$ cat src/rtl/mem_stage.sv
// MEM pipeline stage: data-memory request/ack handshake (IDLE/REQ/DONE) and the MEM/WB register.
// Define MEM_MISALIGN_TRAP_EN to trap misaligned half/word accesses instead of masking low bits.
module mem_stage (
  input  logic        clk,
  input  logic        rst,
  input  logic [31:0] MEM_ALU_OUT,
  input  logic [31:0] MEM_rs2,
  input  logic [4:0]  MEM_rd_ind,
  input  logic        MEM_rd_indzero,
  input  logic        MEM_regwrite,
  input  logic        MEM_memread,
  input  logic        MEM_memwrite,
  input  logic [2:0]  MEM_funct3,
  output logic        dmem_req,
  output logic        dmem_we,
  output logic [31:0] dmem_addr,
  output logic [31:0] dmem_wdata,
  output logic [3:0]  dmem_be,
  input  logic        dmem_ack,
  input  logic [31:0] dmem_rdata,
  output logic        stall,
  output logic [31:0] WB_data,
  output logic [4:0]  WB_rd_ind,
  output logic        WB_rd_indzero,
  output logic        WB_regwrite,
  output logic        misalign_err
);

  typedef enum logic [1:0] {StIdle, StReq, StDone} state_e;

  state_e      r_state, w_state_next;
  logic        r_req, r_we;
  logic [31:0] r_addr, r_wdata, r_load;
  logic [3:0]  r_be;
  logic [31:0] r_wb_data;
  logic [4:0]  r_wb_rd_ind;
  logic        r_wb_rd_indzero, r_wb_regwrite;

  logic        w_access, w_is_read, w_aligned, w_start, w_trap, w_ack;
  logic [1:0]  w_off;
  logic [3:0]  w_be;
  logic [31:0] w_wdata, w_shifted, w_load;

  assign w_access  = MEM_memread | MEM_memwrite;
  // A read+write combination is a store, so it never writes back loaded data.
  assign w_is_read = MEM_memread & ~MEM_memwrite;

`ifdef MEM_MISALIGN_TRAP_EN
  assign w_aligned = ~(((MEM_funct3[1:0] == 2'b01) & MEM_ALU_OUT[0]) |
                       (MEM_funct3[1] & (|MEM_ALU_OUT[1:0])));
`else
  assign w_aligned = 1'b1;
`endif

  assign w_start = (r_state == StIdle) & w_access & w_aligned;
  assign w_trap  = (r_state == StIdle) & w_access & ~w_aligned;
  assign w_ack   = (r_state == StReq) & dmem_ack;
  assign stall   = w_start | (r_state == StReq);

  // Lane offset with the bits a half/word access cannot use dropped.
  always_comb begin
    w_off = MEM_ALU_OUT[1:0];
    case (MEM_funct3[1:0])
      2'b00:   w_off = MEM_ALU_OUT[1:0];
      2'b01:   w_off = {MEM_ALU_OUT[1], 1'b0};
      default: w_off = 2'b00;
    endcase
  end

  always_comb begin
    w_be    = 4'b1111;
    w_wdata = MEM_rs2;
    case (MEM_funct3[1:0])
      2'b00: begin
        w_be    = 4'b0001 << w_off;
        w_wdata = {4{MEM_rs2[7:0]}};
      end
      2'b01: begin
        w_be    = 4'b0011 << w_off;
        w_wdata = {2{MEM_rs2[15:0]}};
      end
      default: ;
    endcase
  end

  assign w_shifted = dmem_rdata >> {w_off, 3'b000};

  always_comb begin
    w_load = w_shifted;
    case (MEM_funct3[1:0])
      2'b00:   w_load = {{24{w_shifted[7] & ~MEM_funct3[2]}}, w_shifted[7:0]};
      2'b01:   w_load = {{16{w_shifted[15] & ~MEM_funct3[2]}}, w_shifted[15:0]};
      default: ;
    endcase
  end

  always_comb begin
    w_state_next = r_state;
    case (r_state)
      StIdle:  if (w_start) w_state_next = StReq;
      StReq:   if (dmem_ack) w_state_next = StDone;
      StDone:  w_state_next = StIdle;
      default: w_state_next = StIdle;
    endcase
  end

  always_ff @(posedge clk or negedge rst) begin
    if (!rst) begin
      r_state         <= StIdle;
      r_req           <= 1'b0;
      r_we            <= 1'b0;
      r_addr          <= '0;
      r_wdata         <= '0;
      r_be            <= '0;
      r_load          <= '0;
      r_wb_data       <= '0;
      r_wb_rd_ind     <= '0;
      r_wb_rd_indzero <= 1'b0;
      r_wb_regwrite   <= 1'b0;
    end else begin
      r_state <= w_state_next;
      if (w_start) begin
        r_req   <= 1'b1;
        r_we    <= MEM_memwrite;
        r_addr  <= {MEM_ALU_OUT[31:2], 2'b00};
        r_be    <= w_be;
        r_wdata <= w_wdata;
      end else if (w_ack) begin
        r_req <= 1'b0;
      end
      if (w_ack) r_load <= w_load;
      // Stall and trapped accesses both retire as a bubble with the other fields held.
      if (stall || w_trap) begin
        r_wb_regwrite <= 1'b0;
      end else begin
        r_wb_data       <= w_is_read ? r_load : MEM_ALU_OUT;
        r_wb_rd_ind     <= MEM_rd_ind;
        r_wb_rd_indzero <= MEM_rd_indzero;
        r_wb_regwrite   <= MEM_regwrite;
      end
    end
  end

`ifdef MEM_MISALIGN_TRAP_EN
  logic r_misalign;

  always_ff @(posedge clk or negedge rst) begin
    if (!rst) begin
      r_misalign <= 1'b0;
    end else if (w_trap) begin
      r_misalign <= 1'b1;
    end
  end

  assign misalign_err = r_misalign;
`else
  assign misalign_err = 1'b0;
`endif

  assign dmem_req      = r_req;
  assign dmem_we       = r_we;
  assign dmem_addr     = r_addr;
  assign dmem_wdata    = r_wdata;
  assign dmem_be       = r_be;
  assign WB_data       = r_wb_data;
  assign WB_rd_ind     = r_wb_rd_ind;
  assign WB_rd_indzero = r_wb_rd_indzero;
  assign WB_regwrite   = r_wb_regwrite;

endmodule

$ cat config.mk
export PLATFORM = sky130hd
export DESIGN_NAME = mem_stage
export DESIGN_NICKNAME = d
export VERILOG_FILES = /design/src/rtl/mem_stage.sv
export SDC_FILE = /design/constraint.sdc
export NUM_CORES = 1
export LEC_CHECK = 0
export CELL_PAD_IN_SITES_DETAIL_PLACEMENT = 0
export CELL_PAD_IN_SITES_GLOBAL_PLACEMENT = 1
export CORE_MARGIN = 2
export CORE_UTILIZATION = 35
export CTS_BUF_LIST = sky130_fd_sc_hd__clkbuf_4 sky130_fd_sc_hd__clkbuf_8
export DETAILED_ROUTE_END_ITERATION = 6
export MAX_ROUTING_LAYER = met4
export PLACE_DENSITY = 0.92
export SLEW_MARGIN = 20
export SYNTH_ARGS = -nofsm -noshare
export SYNTH_HDL_FRONTEND = slang
export SYNTH_SLANG_ARGS = --single-unit
export TNS_END_PERCENT = 20
$ cat constraint.sdc
create_clock -name clk -period 2 [get_ports clk]
set_input_delay 0.2 -clock clk [delete_from_list [all_inputs] [get_ports clk]]
set_output_delay 0.2 -clock clk [all_outputs]
set_load 0.02 [all_outputs]
==> out/metrics.cfg <==
[status]
status=finished, final reports clean

[yosys]
synth_enable_flop_cells=0
synth_common_cells=nand2_1 (205), dfrtp_1 (141), o21ai_0 (64), mux2i_1 (56), nor2_1 (32)
synth_async_sr_flop_share_pct=100
postSynthAreaPerCell_um2=10.0
yosysSeqAreaShare_pct=55.8
synth_area_leader_cell=dfrtp_1
yosysWarnings=0
synth.most_common_cell=nand2_1
synth.cell_area_um2=6320
synth_ff_type=dfrtp_1
synth_area_leaders=dfrtp_1 (56%), nand2_1 (12%), mux2i_1 (8.9%)
synthCells=631
synth_top_area_share_pct=55.8
synth_cell_type_count=34
ys_ff_latch=141

[layout]
design.final.nets=974
seqCellArea_um2=3530
areaGrowthSynthToFinish_pct=49.5
antenna_cells=0
layout.cells.non_filler=1105
fin_area_um2=9460
fillers=1619
multi_input_area_um2=2620
drive_gt1_share_pct=12.0
finalCoreUtilization_pct=53.0

[detailed_routing]
drt_iter0_markers=275
routedWlPerCell_um=17.1
dr_total_vias=5391
drt_wl_total_um=18900
ant_nets=0
dr.pass1.iters=5
drc=0
via_per_inst=4.88

[global_routing]
overflow=0
grtUsageTotal_pct=20.7
grt_pass1_wl_um=30100
grt_max_degree=60
antenna_found_initial=0
grt_pass1_vias=5491

[power]
cellPowerDensity_nw_per_um2=1510
ir_drop_uv=658
power_leakage_nw=4.34

[floorplan]
die-area_um2=19200
dieHeight_um=138
rows=49
die_w_um=138
core_area_um2=17800
start_util_pct=35.5
ioPinCount=222

[sta]
drv_slew=0
layout_min_cycle_time_ps=1670
timing.final.crit_share_pct=83.3
skew_ps=9.31
rsz0062_at_grt=no
hold_ws_ps=219
hold_viol=0
max_slew_margin_pct=64.1
worst-slew-pin-transition_ps=538
fmax_mhz=601
report.final.setup_viol=0
worst_slack_ps=335

[placement]
place_hpwl_um=14000
placedInstanceArea_um2=8980
gp_congestion=0.830
port_buffers=218
dp_cells=1072
dp_slack_ps=-116

[critical_path]
crit_arrival_ps=2000
critPathKind=in2reg
r2r_slack_ps=420
cp-start-kind=input port
worstReg2RegStart=r_state[1]
required_ps=2330
crit_path_start=MEM_funct3[0]
cp-end-kind=flip-flop
crit_fanout=8

[clocking]
clockBufferDepth=2
cts_buffers=17
root_buffer=clkbuf_8
cts_setup_buffers=0
insertion_delay_ps=450
cts.reportedPaths.clkPinSlew_ps=90
cts_max_level=4
cts.sinks=141
cts_tree=done

[min_path]
hp-start=MEM_funct3[1]
worst_hold_path_type=in2reg

[job]
maxCapViolCount=0

[area by class of cell]
cell class / count / share of cell area, %
clock buffers: 18 / 2.55
clock inverters: 14 / 2.29
inverters: 3 / 0.119
multi-input cells: 445 / 27.7
flip-flops and latches: 141 / 37.3
well taps: 229 / 3.03
repair buffers: 255 / 27.0
[state kept, by name, indices dropped and copies added (netlist names)]
signal         flops
dmem_be            4
dmem_addr         30
WB_regwrite        1
r_load            32
dmem_we            1
dmem_req           1
WB_data           32
WB_rd_ind          5
dmem_wdata        32
WB_rd_indzero      1
r_state            2
[layer usage]
layer	global-route usage, %	vias up	wire length, um
met5	-	-	0
met4	5.80	0	289
met3	6.75	20	1660
met2	31.5	218	8670
met1	26.8	2561	8300
li1	-	2592	-
[worst max-delay path, stage by stage]
cell and delay (ps):
clkdlybuf4s50_1 640, buf_4 190, and3b_1 200, a211oi_4 190
buf_4 170, o41ai_4 70, buf_4 170, o22a_1 180
[placed cells by master (no fill, tap or decap), drive strengths merged, types with 3 or more instances in the layout]
cell type and instances:
inv 5, clkdlybuf4s50 215, a21oi 17, clkinv 3
mux4 7, nor3 3, clkbuf 18, nand2b 4
nor2 33, mux2i 56, mux2 15, o22a 7
o21ai 64, conb 3, buf 38, clkinvlp 4
nand2 206, dfrtp 141, a31oi 17, bufinv 5
[stage by stage]
stage / total power (W) / setup TNS, ps
after floorplan: 0.00830 / 0
after global placement: 0.0115 / -1020
after detailed placement: 0.0117 / -1940
after CTS: 0.0144 / 0
after global routing: 0.0152 / 0
final: 0.0143 / 0
[path summary, 6_finish.rpt]
path	end	depth (start not counted)
hold reg to reg	dmem_addr[17]	2
hold / removal	dmem_be[2]	3
min in group asynchronous	dmem_addr[20]	2
max in group asynchronous	dmem_be[1]	3
setup / recovery	r_load[10]	8
setup reg to reg	dmem_wdata[30]	4
[what timing repair did]
item | 4_1_cts | 5_1_grt
hold buffers | 1 | 0
endpoints found under the setup margin | 1 | 1
endpoints found under the hold margin | 50 | 0
gates resized for setup | 1 | 1
[where the power goes]
group	switching, W	leakage, nW	internal, W
registers	0.000859	1.70	0.00426
clock network	0.00116	0.219	0.00150
logic	0.00343	2.42	0.00305
[cell families (layout without fill, tap and decap cells)]
group / Yosys count / in the layout / synth area share (%)
multiplexers: 78 / 78 / 14.2
other: 1 / 3 / 0.0593
buffers and inverters: 47 / 290 / 3.30
flip-flops: 141 / 141 / 55.8
AO/OA/AOI/OAI: 109 / 109 / 10.3
AND/OR/NAND/NOR: 255 / 255 / 16.3
Power figures use the tool's default switching activity.
